**config.mk**
```make
export PLATFORM = sky130hd
export DESIGN_NAME = alu_seq
export DESIGN_NICKNAME = d
export VERILOG_FILES = /design/src/rtl/alu_seq.sv
export SDC_FILE = /design/constraint.sdc
export NUM_CORES = 1
export LEC_CHECK = 0
export BUFFER_PORTS_ARGS = -buffer_cell sky130_fd_sc_hd__buf_2
export CAP_MARGIN = 20
export CORE_UTILIZATION = 45
export CTS_CLUSTER_SIZE = 10
export DETAILED_ROUTE_END_ITERATION = 16
export MAX_ROUTING_LAYER = met4
export PLACE_DENSITY_LB_ADDON = 0.3
export SLEW_MARGIN = 20
export SYNTH_ARGS = -nofsm -noshare
export SYNTH_HDL_FRONTEND = slang
export SYNTH_SLANG_ARGS = --single-unit
```
**constraint.sdc**
```tcl
create_clock -name Clk -period 10.6 [get_ports Clk]
set_clock_uncertainty 0.15 [all_clocks]
set_input_delay 0.53 -clock Clk [delete_from_list [all_inputs] [get_ports Clk]]
set_output_delay 0.53 -clock Clk [all_outputs]
set_load 0.05 [all_outputs]
```
**src/rtl/alu_seq.sv**
```systemverilog
// Registered, handshaked ALU with the 16-opcode map, generalised to WIDTH bits.
// Multiply and divide run iteratively, one bit per cycle; results are held until consumed.
module alu_seq #(
  parameter int WIDTH = 8
) (
  input  logic                 Clk,
  input  logic                 Reset_n,
  input  logic                 InValid,
  output logic                 InReady,
  input  logic [WIDTH-1:0]     Operand1,
  input  logic [WIDTH-1:0]     Operand2,
  input  logic [3:0]           Opcode,
  output logic                 OutValid,
  input  logic                 OutReady,
  output logic [2*WIDTH-1:0]   Result,
  output logic                 flagC,
  output logic                 flagZ,
  output logic                 flagV,
  output logic                 flagDZ
);

  localparam int CW = $clog2(WIDTH);
  localparam logic [CW-1:0] LAST = CW'(WIDTH - 1);
  localparam logic [3:0] OP_MUL = 4'b0010;
  localparam logic [3:0] OP_DIV = 4'b0011;

  typedef enum logic [1:0] {IDLE, MUL, DIV, DONE} state_t;

  state_t               r_state, w_next;
  logic [CW-1:0]        r_cnt;
  logic [2*WIDTH-1:0]   r_result, r_prod, r_mcand;
  logic [WIDTH-1:0]     r_mplier, r_rem, r_quo, r_div;
  logic                 r_c, r_z, r_v, r_dz;

  logic                 w_accept, w_iterative, w_lastStep;
  logic [WIDTH:0]       w_sum, w_diff, w_divShift, w_divTrial;
  logic [2*WIDTH-1:0]   w_single, w_prodNext;
  logic [WIDTH-1:0]     w_remNext, w_quoNext;
  logic                 w_sC, w_sV, w_sDZ;

  assign w_accept    = InValid && (r_state == IDLE);
  assign w_iterative = (Opcode == OP_MUL) || ((Opcode == OP_DIV) && (Operand2 != '0));
  assign w_lastStep  = (r_cnt == LAST);

  assign w_sum  = {1'b0, Operand1} + {1'b0, Operand2};
  assign w_diff = {1'b0, Operand1} - {1'b0, Operand2};

  assign w_prodNext = r_prod + (r_mplier[0] ? r_mcand : '0);

  // Restoring step: the top bit of the trial difference is the borrow, so a clear bit means subtract.
  assign w_divShift = {r_rem, r_quo[WIDTH-1]};
  assign w_divTrial = w_divShift - {1'b0, r_div};
  assign w_remNext  = w_divTrial[WIDTH] ? w_divShift[WIDTH-1:0] : w_divTrial[WIDTH-1:0];
  assign w_quoNext  = {r_quo[WIDTH-2:0], ~w_divTrial[WIDTH]};

  always_comb begin
    w_single = '0;
    w_sC     = 1'b0;
    w_sV     = 1'b0;
    w_sDZ    = 1'b0;
    case (Opcode)
      4'b0000: begin
        w_single = {{WIDTH{1'b0}}, w_sum[WIDTH-1:0]};
        w_sC     = w_sum[WIDTH];
        w_sV     = (Operand1[WIDTH-1] == Operand2[WIDTH-1]) && (w_sum[WIDTH-1] != Operand1[WIDTH-1]);
      end
      4'b0001: begin
        w_single = {{WIDTH{1'b0}}, w_diff[WIDTH-1:0]};
        w_sC     = w_diff[WIDTH];
        w_sV     = (Operand1[WIDTH-1] != Operand2[WIDTH-1]) && (w_diff[WIDTH-1] != Operand1[WIDTH-1]);
      end
      4'b0011: begin
        w_single = {Operand1, {WIDTH{1'b1}}};
        w_sDZ    = 1'b1;
      end
      4'b0100: w_single = {{(WIDTH-1){1'b0}}, Operand1, 1'b0};
      4'b0101: w_single = {{(WIDTH+1){1'b0}}, Operand1[WIDTH-1:1]};
      4'b0110: w_single = {{WIDTH{1'b0}}, Operand1[WIDTH-2:0], Operand1[WIDTH-1]};
      4'b0111: w_single = {{WIDTH{1'b0}}, Operand1[0], Operand1[WIDTH-1:1]};
      4'b1000: w_single = {{WIDTH{1'b0}}, Operand1 & Operand2};
      4'b1001: w_single = {{WIDTH{1'b0}}, Operand1 | Operand2};
      4'b1010: w_single = {{WIDTH{1'b0}}, Operand1 ^ Operand2};
      4'b1011: w_single = {{WIDTH{1'b0}}, ~(Operand1 | Operand2)};
      4'b1100: w_single = {{WIDTH{1'b0}}, ~(Operand1 & Operand2)};
      4'b1101: w_single = {{WIDTH{1'b0}}, ~(Operand1 ^ Operand2)};
      4'b1110: w_single = {{(2*WIDTH-1){1'b0}}, Operand1 > Operand2};
      4'b1111: w_single = {{(2*WIDTH-1){1'b0}}, Operand1 == Operand2};
      default: w_single = '0;
    endcase
  end

  always_ff @(posedge Clk or negedge Reset_n) begin
    if (!Reset_n) r_state <= IDLE;
    else          r_state <= w_next;
  end

  always_comb begin
    w_next = r_state;
    case (r_state)
      IDLE: if (w_accept) begin
        if (Opcode == OP_MUL)      w_next = MUL;
        else if (w_iterative)      w_next = DIV;
        else                       w_next = DONE;
      end
      MUL, DIV: if (w_lastStep) w_next = DONE;
      DONE: if (OutReady) w_next = IDLE;
      default: w_next = IDLE;
    endcase
  end

  always_comb begin
    InReady  = (r_state == IDLE);
    OutValid = (r_state == DONE);
    Result   = r_result;
    flagC    = r_c;
    flagZ    = r_z;
    flagV    = r_v;
    flagDZ   = r_dz;
  end

  // Datapath: operand capture on accept, one iteration per MUL/DIV cycle, result/flags on completion.
  always_ff @(posedge Clk or negedge Reset_n) begin
    if (!Reset_n) begin
      r_cnt    <= '0;
      r_result <= '0;
      r_prod   <= '0;
      r_mcand  <= '0;
      r_mplier <= '0;
      r_rem    <= '0;
      r_quo    <= '0;
      r_div    <= '0;
      r_c      <= 1'b0;
      r_z      <= 1'b0;
      r_v      <= 1'b0;
      r_dz     <= 1'b0;
    end else begin
      case (r_state)
        IDLE: if (w_accept) begin
          r_cnt    <= '0;
          r_prod   <= '0;
          r_mcand  <= {{WIDTH{1'b0}}, Operand1};
          r_mplier <= Operand2;
          r_rem    <= '0;
          r_quo    <= Operand1;
          r_div    <= Operand2;
          if (!w_iterative) begin
            r_result <= w_single;
            r_c      <= w_sC;
            r_z      <= (w_single == '0);
            r_v      <= w_sV;
            r_dz     <= w_sDZ;
          end
        end
        MUL: begin
          r_prod   <= w_prodNext;
          r_mcand  <= r_mcand << 1;
          r_mplier <= r_mplier >> 1;
          r_cnt    <= r_cnt + 1'b1;
          if (w_lastStep) begin
            r_result <= w_prodNext;
            r_c      <= 1'b0;
            r_z      <= (w_prodNext == '0);
            r_v      <= 1'b0;
            r_dz     <= 1'b0;
          end
        end
        DIV: begin
          r_rem <= w_remNext;
          r_quo <= w_quoNext;
          r_cnt <= r_cnt + 1'b1;
          if (w_lastStep) begin
            r_result <= {w_remNext, w_quoNext};
            r_c      <= 1'b0;
            r_z      <= ({w_remNext, w_quoNext} == '0);
            r_v      <= 1'b0;
            r_dz     <= 1'b0;
          end
        end
        default: ;
      endcase
    end
  end

endmodule
```
==> impl_metrics.py, run 1 <==
metrics = {
    "detailed_routing": {
        "drtAntennaViolNets": 0,
        "vias": 6568,
        "route.detailed.drc": 0,
        "drt-initial-drc-count": 782,
        "first_pass_iters": 6,
        "wl_per_cell_um": 19.9,
        "via_per_inst": 6.15,
        "routed_wl_um": 21200,
    },
    "placed_design": {
        "dp_hpwl_um": 15800,
        "portBuffers": 45,
        "place_ws_ns": 6.77,
        "dp_cells": 1052,
        "routabilityCongestion": 1.04,
    },
    "floorplanning": {
        "ios": 46,
        "die_w_um": 127,
        "initial_core_util_pct": 46.4,
        "die_h_um": 127,
        "rows": 45,
        "core_sq_um": 15300,
        "die-area_sq_um": 16200,
    },
    "synth": {
        "ys_seq_area_share_pct": 31.4,
        "synth_ff_type": "dfrtp_1",
        "yosys.area.top_type": "dfrtp_1",
        "syn-cell-area_sq_um": 7080,
        "syn_inst": 840,
        "ys_ff_latch": 89,
        "avgSynthCellArea_sq_um": 8.43,
        "synth_edf_count": 0,
        "synth_nets": 921,
        "synth.distinct_cells": 70,
        "ys_warn_count": 0,
        "async_reset_ff_share_pct": 100,
        "synth_top_area_share_pct": 31.4,
        "synthTopCellsByArea": "dfrtp_1 (31%), ha_1 (9.4%), o21ai_0 (5.2%), nand2_1 (4.6%), mux2i_1 (4.0%)",
    },
    "setup_path": {
        "r2r.worst_path.cells": 10,
        "reg2reg_from": "r_mplier[0]",
        "cp_max_fo": 17,
        "worstSetupStartpointType": "flip-flop",
        "cp-end-kind": "flip-flop",
        "cp_data_arrival_time_ns": 3.98,
        "timing.critical_path.from": "r_mplier[0]",
        "slowest_delay_ns": 0.53,
        "path_buf_inv": 0,
        "r2r_end": "flagZ",
        "worstPathRequired_ns": 10.72,
        "path_cells": "and2_1 -> ha_1 -> fa_1 -> a211oi_1 -> o21ai_1 -> a41oi_1 -> xnor2_1 -> or4_1 -> or4_1 -> o31ai_1",
        "cp-endpoint": "flagZ",
        "rrSetupSlack_ns": 6.73,
        "path_delay_family": "simple AND/OR/NAND/NOR gates",
        "slowest_stage": "or4_1",
        "path_depth": 10,
        "crit_path_frequent_cell": "or4_1",
        "path_class": "reg2reg",
    },
    "timing": {
        "slew_headroom_pct": 26.7,
        "finalSetupViolations": 0,
        "timing.final.crit_share_pct": 36.5,
        "hold_violations": 9,
        "hold_ws_ns": -0.0138,
        "fin_ws_ns": 6.73,
        "fin_setup_tns_ns": 0,
        "fmax_mhz": 259,
        "drv_slew": 0,
        "grt_setup_unrepaired": "no",
        "min_period_ns": 3.87,
        "tightest_slew_ns": 1.09,
    },
    "cts": {
        "ctsHtreeMaxLevel": 3,
        "clockBufferDepth": 2,
        "cts_inserted_buffers": 9,
        "clock_latency_ns": 0.36,
        "post_cts_buffers": 0,
        "cts.root.buffer_cell": "clkbuf_16",
        "cts_hold_buf": 0,
        "cts_tree": "done",
        "cts_sinks": 89,
        "cts_resized": 0,
        "clk_pin_slew_ns": 0.07,
    },
    "layout": {
        "area_growth_pct": 9.61,
        "nFillCells": 1512,
        "antennaDiodeCount": 0,
        "nets": 933,
        "drive_gt1_share_pct": 9.45,
        "final_core_util_pct": 50.9,
        "fin_cells": 1068,
    },
    "grt": {
        "grt_pass1_vias": 6283,
        "grt_pass1_wl_um": 34300,
        "grt_max_degree": 53,
        "antenna_found_initial": 0,
        "overflow": 0,
        "grt_usage_pct": 28.2,
    },
    "outcome": {
        "violations": "hold timing",
        "status": "finished with violations",
    },
    "power_and_ir_drop": {
        "ir_worst_vdd_uv": 109,
        "leakagePower_nw": 3.48,
        "powerDensity_nw_per_um2": 305,
    },
    "hold_path": {
        "hp-class": "in2async",
    },
    "job": {
        "cap_violations": 0,
    },
}
worst min-delay path by stage:
stage / slack, ns / startpoint / to / depth (start not counted)
after floorplan: 0.08 / Reset_n / Result[0] / 0
after global placement: 0.31 / Result[5] / Result[5] / 2
after detailed placement: 0.31 / Result[11] / Result[11] / 2
after CTS: 0.009 / Reset_n / r_cnt[2] / 1
after global routing: 0.02 / Reset_n / r_rem[7] / 1
final: -0.01 / Reset_n / r_cnt[2] / 1
kinds of logic (layout without fill, tap and decap cells):
logic type      after synthesis  in the layout  share of synthesized area, %
compound gates              281            281                          27.3
xor+xnor                     25             25                          3.09
fa+ha+maj                    57             57                          10.5
buf+inv                     102            119                          5.44
flops                        89             89                          31.4
mux                          35             35                          5.07
simple gates                251            251                          17.1
sequential cells by signal (all words and copies together), names as in the netlist, 2 cells and up:
signal and cells:
r_mcand 16, r_cnt 3, r_mplier 8, r_rem 8, r_quo 8, r_prod 16, Result 16, r_div 8
r_state 2
cell type report:
cell class	instances	area (sq um)	share of cell area [%]
multi-input cells	649	4470	57.6
flip-flops and latches	89	2230	28.7
inverters	50	188	2.42
well taps	211	264	3.40
clock inverters	6	97.6	1.26
repair buffers	53	288	3.71
clock buffers	10	229	2.95
through the flow:
step	cell area, sq um	power [W]	hold slack (ns)
3_3_place_gp	7440	0.00198	0.307
5_1_grt	7760	0.00255	0.0186
4_1_cts	7760	0.00236	0.00854
3_5_place_dp	7440	0.00200	0.315
6_report	7760	0.00237	-0.0138
2_1_floorplan	7080	0.00164	0.0844
metal layers:
layer | wire length [um] | global-route usage [%] | up-vias
met4 | 612 | 9.59 | 0
met3 | 1590 | 4.90 | 46
met2 | 9580 | 42.7 | 275
met5 | 0 | - | -
li1 | - | - | 3110
met1 | 9430 | 38.1 | 3137
where the power goes:
group	leakage (nW)	total, W	switching, W	internal, W
clock	0.160	0.000355	0.000145	0.000210
sequential	1.15	0.000602	0.000116	0.000486
combinational	2.17	0.00141	0.000906	0.000506
cells in the final DEF, fill, tap and decap left out, drive strengths merged, types with 8 or more instances in the layout:
| cell | n |
|---|---|
| o31ai | 12 |
| ha | 53 |
| xnor2 | 19 |
| and2 | 20 |
| a31oi | 10 |
| nor4 | 14 |
| o211ai | 9 |
| nand2 | 86 |
| o21ai | 75 |
| inv | 53 |
| a221o | 8 |
| nor2b | 13 |
| mux2i | 28 |
| buf | 53 |
| nand2b | 11 |
| nand3 | 18 |
| a22oi | 9 |
| a211oi | 9 |
| clkbuf | 10 |
| nor2 | 53 |
| nor3 | 13 |
| a22o | 29 |
| a21o | 8 |
| a21oi | 40 |
| dfrtp | 89 |
cell usage after synthesis, drive strengths merged, types with 9 or more instances:
cell type,count
dfrtp,89
nand2,86
o21ai,75
ha,53
nor2,53
inv,50
clkbuf,42
a21oi,40
a22o,29
mux2i,28
and2,20
xnor2,19
nand3,18
nor4,14
nor2b,13
nor3,13
o31ai,12
nand2b,11
a31oi,10
buf,10
a211oi,9
a22oi,9
o211ai,9
No activity file was read; power rests on OpenSTA's default activity.
==> inputs of run 2 (changes only) <==
==> constraint.sdc (replaced) <==
create_clock -name Clk -period 3.9 [get_ports Clk]
set_clock_uncertainty 0.15 [all_clocks]
set_input_delay 0.195 -clock Clk [delete_from_list [all_inputs] [get_ports Clk]]
set_output_delay 0.195 -clock Clk [all_outputs]
set_load 0.05 [all_outputs]
==> run 2 against run 1 <==
  * The run now ends clean
  * Global-route usage decreased by 0.18 points
  * Sequential share of layout area shrank 0.32 points
  * Core utilization rose by 0.57 points
  * Total power grew to 2.7 times the previous value
  * Sequential power rose to 2.7 times the previous value
  * Combinational power increased to 2.8 times the previous value
  * Non-clock buffer count grew 13
  * Die area stayed put
  * Wire length increased by 0.53%
  * Flip-flop and latch count is the same
  * Via count is 0.12% higher
  * Critical path type unchanged
  * Largest power group unchanged
==> impl_metrics.py, run 2 (synthesized netlist as in run 1, its figures left out) <==
metrics = {
    "outcome": {
        "status": "finished, final reports clean",
    },
    "cts": {
        "post_cts_buffers": 0,
        "cts_hold_buf": 1,
        "cts.root.buffer_cell": "clkbuf_16",
        "cts_sinks": 89,
        "clock_latency_ns": 0.36,
        "ctsHtreeMaxLevel": 3,
        "cts_resized": 0,
        "clk_pin_slew_ns": 0.07,
        "cts_tree": "done",
        "cts_inserted_buffers": 9,
        "clockBufferDepth": 2,
    },
    "layout": {
        "multi_input_area_sq_um": 4470,
        "area_growth_pct": 10.8,
        "nFillCells": 1478,
        "final_common_cell": "dfrtp_1",
        "antennaDiodeCount": 0,
        "ff_latch_area_sq_um": 2230,
        "final_core_util_pct": 51.5,
        "drive_gt1_share_pct": 10.8,
        "fin_cells": 1081,
        "final_cell_mix": "dfrtp_1 (89), nand2_1 (86), o21ai_0 (73)",
        "nets": 946,
    },
    "grt": {
        "antenna_found_initial": 0,
        "grt_pass1_vias": 6267,
        "overflow": 0,
        "grt_max_degree": 69,
        "grt_usage_pct": 28.0,
        "grt_pass1_wl_um": 34000,
    },
    "setup_path": {
        "cp_max_fo": 3,
        "cp_data_arrival_time_ns": 3.75,
        "timing.critical_path.from": "r_mcand[0]",
        "cp-endpoint": "flagZ",
        "rrSetupSlack_ns": 0.27,
        "reg2reg_from": "r_mcand[0]",
        "cp-end-kind": "flip-flop",
        "worstSetupStartpointType": "flip-flop",
        "path_class": "reg2reg",
        "worstPathRequired_ns": 4.02,
        "r2r.worst_path.cells": 10,
        "r2r_end": "flagZ",
    },
    "power_and_ir_drop": {
        "intPower_w": 0.00327,
        "powerDensity_nw_per_um2": 823,
        "ir_worst_vdd_uv": 302,
        "combPwrFrac_pct": 60.5,
        "pwr-share-clk_pct": 14.4,
        "power_frac_seq_pct": 25.1,
        "swShare_pct": 49.4,
        "leakagePower_nw": 3.54,
        "p_sw_w": 0.00319,
    },
    "detailed_routing": {
        "drt-initial-drc-count": 607,
        "drtAntennaViolNets": 0,
        "top_layer": "met4",
        "met3WireLength_um": 1520,
        "first_pass_iters": 5,
        "wl_met1_um": 9510,
        "wl_per_cell_um": 19.7,
        "via_per_inst": 6.08,
        "vias": 6576,
        "route.detailed.drc": 0,
        "met2_length_um": 9570,
        "routed_wl_um": 21300,
    },
    "placed_design": {
        "portBuffers": 45,
        "routabilityCongestion": 0.974,
        "dp_hpwl_um": 15800,
        "dp_cells": 1064,
    },
    "timing": {
        "grt_setup_unrepaired": "no",
        "timing.final.crit_share_pct": 93.1,
        "tightest_slew_ns": 0.951,
        "min_period_ns": 3.63,
        "drv_slew": 0,
        "finalSetupViolations": 0,
        "slew_headroom_pct": 36.1,
        "fin_setup_tns_ns": 0,
        "fmax_mhz": 275,
        "hold_violations": 0,
    },
    "floorplanning": {
        "die-area_sq_um": 16200,
        "core_sq_um": 15300,
        "ios": 46,
        "die_h_um": 127,
        "die_w_um": 127,
        "initial_core_util_pct": 46.4,
        "rows": 45,
    },
    "hold_path": {
        "hp-class": "in2reg",
    },
    "job": {
        "cap_violations": 0,
    },
}
[run 2: cell count changes in the layout (fill, tap and decap cells not counted), sizes merged]
cell         delta
dlygate4sd3     +1
buf            +12
bufinv          -1
inv             -1
clkinv          +1
clkinvlp        +1
[run 2: area by class of cell]
type                    count  area share, %
repair buffers             66           4.94
inverters                  50           2.39
clock inverters             6          0.956
clock buffers              10           3.04
multi-input cells         649           56.9
flip-flops and latches     89           28.4
well taps                 211           3.36
[run 2: worst min path at each step]
stage,start,end,slack (ns),depth (start not counted)
6_report,Operand2[6],r_mplier[6],0.03,3
5_1_grt,Operand2[4],r_mplier[4],0.06,3
4_1_cts,Operand2[6],r_mplier[6],0.04,3
3_5_place_dp,Reset_n,r_rem[7],0.22,1
3_3_place_gp,Reset_n,r_rem[1],0.22,1
2_1_floorplan,Reset_n,Result[0],-0.25,0
[run 2: routing by layer]
| layer | GRT usage (%) | vias up |
|---|---|---|
| li1 | - | 3147 |
| met1 | 36.2 | 3102 |
| met2 | 43.8 | 269 |
| met3 | 5.19 | 58 |
| met4 | 10.4 | 0 |
| met5 | - | - |
[run 2: through the flow]
stage / total power, W / setup WS (ns) / hold WS, ns / area [sq um]
final: 0.00646 / 0.269 / 0.0337 / 7850
after global routing: 0.00693 / 0.0502 / 0.0617 / 7850
after floorplan: 0.00447 / 0.326 / -0.251 / 7080
after global placement: 0.00543 / 0.319 / 0.222 / 7530
after CTS: 0.00644 / 0.263 / 0.0364 / 7850
after detailed placement: 0.00550 / 0.276 / 0.224 / 7530
[run 2: worst max-delay path, cell delays in order, from the launching register on]
cell      delay, ns
dfrtp_1        0.40
and2_1         0.17
ha_1           0.22
fa_1           0.43
a211oi_1       0.30
o21ai_1        0.15
a41oi_1        0.36
xnor2_1        0.16
or4_1          0.52
or4_1          0.47
o31ai_1        0.22
[run 2: power groups by stage]
| stage | Sequential, W | Combinational (W) | Clock, W |
|---|---|---|---|
| finish | 0.00162 | 0.00391 | 0.000930 |
| global route | 0.00167 | 0.00428 | 0.000979 |
| CTS | 0.00162 | 0.00388 | 0.000936 |
| detailed placement | 0.00163 | 0.00387 | 0 |
| global placement | 0.00162 | 0.00382 | 0 |
| floorplan | 0.00181 | 0.00266 | 0 |
==> inputs of run 3 (changes only) <==
--- a/config.mk
+++ b/config.mk
@@ -8,11 +8,11 @@
 export BUFFER_PORTS_ARGS = -buffer_cell sky130_fd_sc_hd__buf_2
 export CAP_MARGIN = 20
 export CORE_UTILIZATION = 45
+export CTS_BUF_LIST = sky130_fd_sc_hd__clkbuf_16
 export CTS_CLUSTER_SIZE = 10
 export DETAILED_ROUTE_END_ITERATION = 16
 export MAX_ROUTING_LAYER = met4
 export PLACE_DENSITY_LB_ADDON = 0.3
-export SLEW_MARGIN = 20
 export SYNTH_ARGS = -nofsm -noshare
 export SYNTH_HDL_FRONTEND = slang
 export SYNTH_SLANG_ARGS = --single-unit
==> run 3 against run 2 <==
  * Sequential share of layout area is essentially flat
  * Final area shrank 0.13%
  * Wire length grew 0.52%
  * Total power shrank 0.26%
  * Fmax grew 0.21%
  * Highest routed layer unchanged
==> impl_metrics.py, run 3 (synthesized netlist as in run 1, its figures left out) <==
metrics = {
    "outcome": {
        "status": "finished, final reports clean",
    },
    "detailed_routing": {
        "routed_wl_um": 21400,
        "drt-initial-drc-count": 585,
        "wl_per_cell_um": 19.8,
        "drtAntennaViolNets": 0,
        "first_pass_iters": 5,
        "via_per_inst": 6.10,
        "route.detailed.drc": 0,
        "vias": 6595,
    },
    "setup_path": {
        "cp_max_fo": 3,
        "rrSetupSlack_ns": 0.28,
        "path_class": "reg2reg",
        "worstPathRequired_ns": 4.02,
        "cp_data_arrival_time_ns": 3.74,
        "reg2reg_from": "r_mcand[0]",
        "worstSetupStartpointType": "flip-flop",
        "r2r.worst_path.cells": 10,
        "timing.critical_path.from": "r_mcand[0]",
        "cp-end-kind": "flip-flop",
        "r2r_end": "flagZ",
    },
    "cts": {
        "cts_tree": "done",
        "clockBufferDepth": 2,
        "clock_latency_ns": 0.35,
        "ctsHtreeMaxLevel": 3,
        "post_cts_buffers": 0,
        "clk_pin_slew_ns": 0.07,
        "cts.root.buffer_cell": "clkbuf_16",
        "cts_sinks": 89,
        "cts_inserted_buffers": 9,
    },
    "hold_path": {
        "worstHoldEndpoint": "r_mplier[6]",
        "hold_start": "Operand2[6]",
        "hp-class": "in2reg",
        "hold-path-cell-count": 3,
    },
    "grt": {
        "grt_pass1_vias": 6272,
        "antenna_found_initial": 0,
        "grt_max_degree": 69,
        "grt_pass1_wl_um": 34100,
        "overflow": 0,
        "grt_usage_pct": 28.1,
    },
    "timing": {
        "hold_violations": 0,
        "hold_ws_ns": 0.0413,
        "slew_headroom_pct": 36.3,
        "grt_setup_unrepaired": "no",
        "tightest_slew_ns": 0.949,
        "drv_slew": 0,
        "min_period_ns": 3.62,
        "timing.final.crit_share_pct": 92.9,
        "fin_setup_tns_ns": 0,
        "fmax_mhz": 276,
        "finalSetupViolations": 0,
    },
    "placed_design": {
        "dp_hpwl_um": 15800,
        "routabilityCongestion": 0.974,
        "portBuffers": 45,
    },
    "floorplanning": {
        "core_sq_um": 15300,
        "rows": 45,
        "die_w_um": 127,
        "die_h_um": 127,
        "die-area_sq_um": 16200,
        "ios": 46,
        "initial_core_util_pct": 46.4,
    },
    "layout": {
        "area_growth_pct": 10.7,
        "nFillCells": 1479,
        "final_common_cell": "dfrtp_1",
        "ff_latch_area_sq_um": 2230,
        "multi_input_area_sq_um": 4470,
        "final_cell_mix": "dfrtp_1 (89), nand2_1 (86), o21ai_0 (73)",
        "nets": 946,
        "drive_gt1_share_pct": 10.7,
        "antennaDiodeCount": 0,
    },
    "power_and_ir_drop": {
        "leakagePower_nw": 3.53,
        "ir_worst_vdd_uv": 297,
        "powerDensity_nw_per_um2": 822,
    },
    "job": {
        "cap_violations": 0,
    },
}
==> run 3: timing repair <==
action	4_1_cts	5_1_grt
hold buffers	1	0
endpoints found under the hold margin	67	0
gates resized for setup	0	0
==> run 3: metrics by stage <==
stage	util [%]	cell area, sq um	worst slack (ns)	cells	total power, W
after floorplan	-	7080	0.326	840	0.00447
after detailed placement	49.3	7530	0.276	1064	0.00550
final	51.4	7840	0.277	1081	0.00645
after global routing	51.4	7840	0.0502	1081	0.00691
after CTS	51.4	7840	0.263	1081	0.00642
after global placement	49.3	7530	0.319	1064	0.00543
==> run 3: worst max-delay path by stage <==
stage                     cells after the start    end
after CTS                                    10  flagZ
after floorplan                              11  flagZ
after global placement                       10  flagZ
final                                        10  flagZ
after detailed placement                     10  flagZ
after global routing                         10  flagZ
==> run 3: metal layers <==
metal | track usage (%) | wire length, um | vias up
met3 | 5.19 | 1440 | 59
met1 | 36.2 | 9590 | 3128
li1 | - | - | 3140
met4 | 10.4 | 767 | 0
met5 | - | 0 | -
met2 | 43.8 | 9640 | 268
==> run 3: worst max-delay path: stages, from the launching register on <==
cell and delay [ns]:
dfrtp_1 0.39, and2_1 0.17, ha_1 0.22, fa_1 0.43
a211oi_1 0.30, o21ai_1 0.15, a41oi_1 0.36, xnor2_1 0.16
or4_1 0.52, or4_1 0.47, o31ai_1 0.22
==> run 3: area by class of cell <==
cell class | instances | area share, %
multi-input cells | 649 | 57.0
flip-flops and latches | 89 | 28.4
repair buffers | 66 | 4.95
well taps | 211 | 3.37
clock buffers | 9 | 2.87
inverters | 50 | 2.39
clock inverters | 7 | 1.01
==> run 3: power by group <==
part | total [W] | leakage, nW | switching [W] | internal, W
Combinational | 0.00392 | 2.23 | 0.00249 | 0.00143
Clock | 0.000908 | 0.146 | 0.000404 | 0.000504
Sequential | 0.00162 | 1.15 | 0.000300 | 0.00132
Total | 0.00645 | 3.53 | 0.00320 | 0.00325
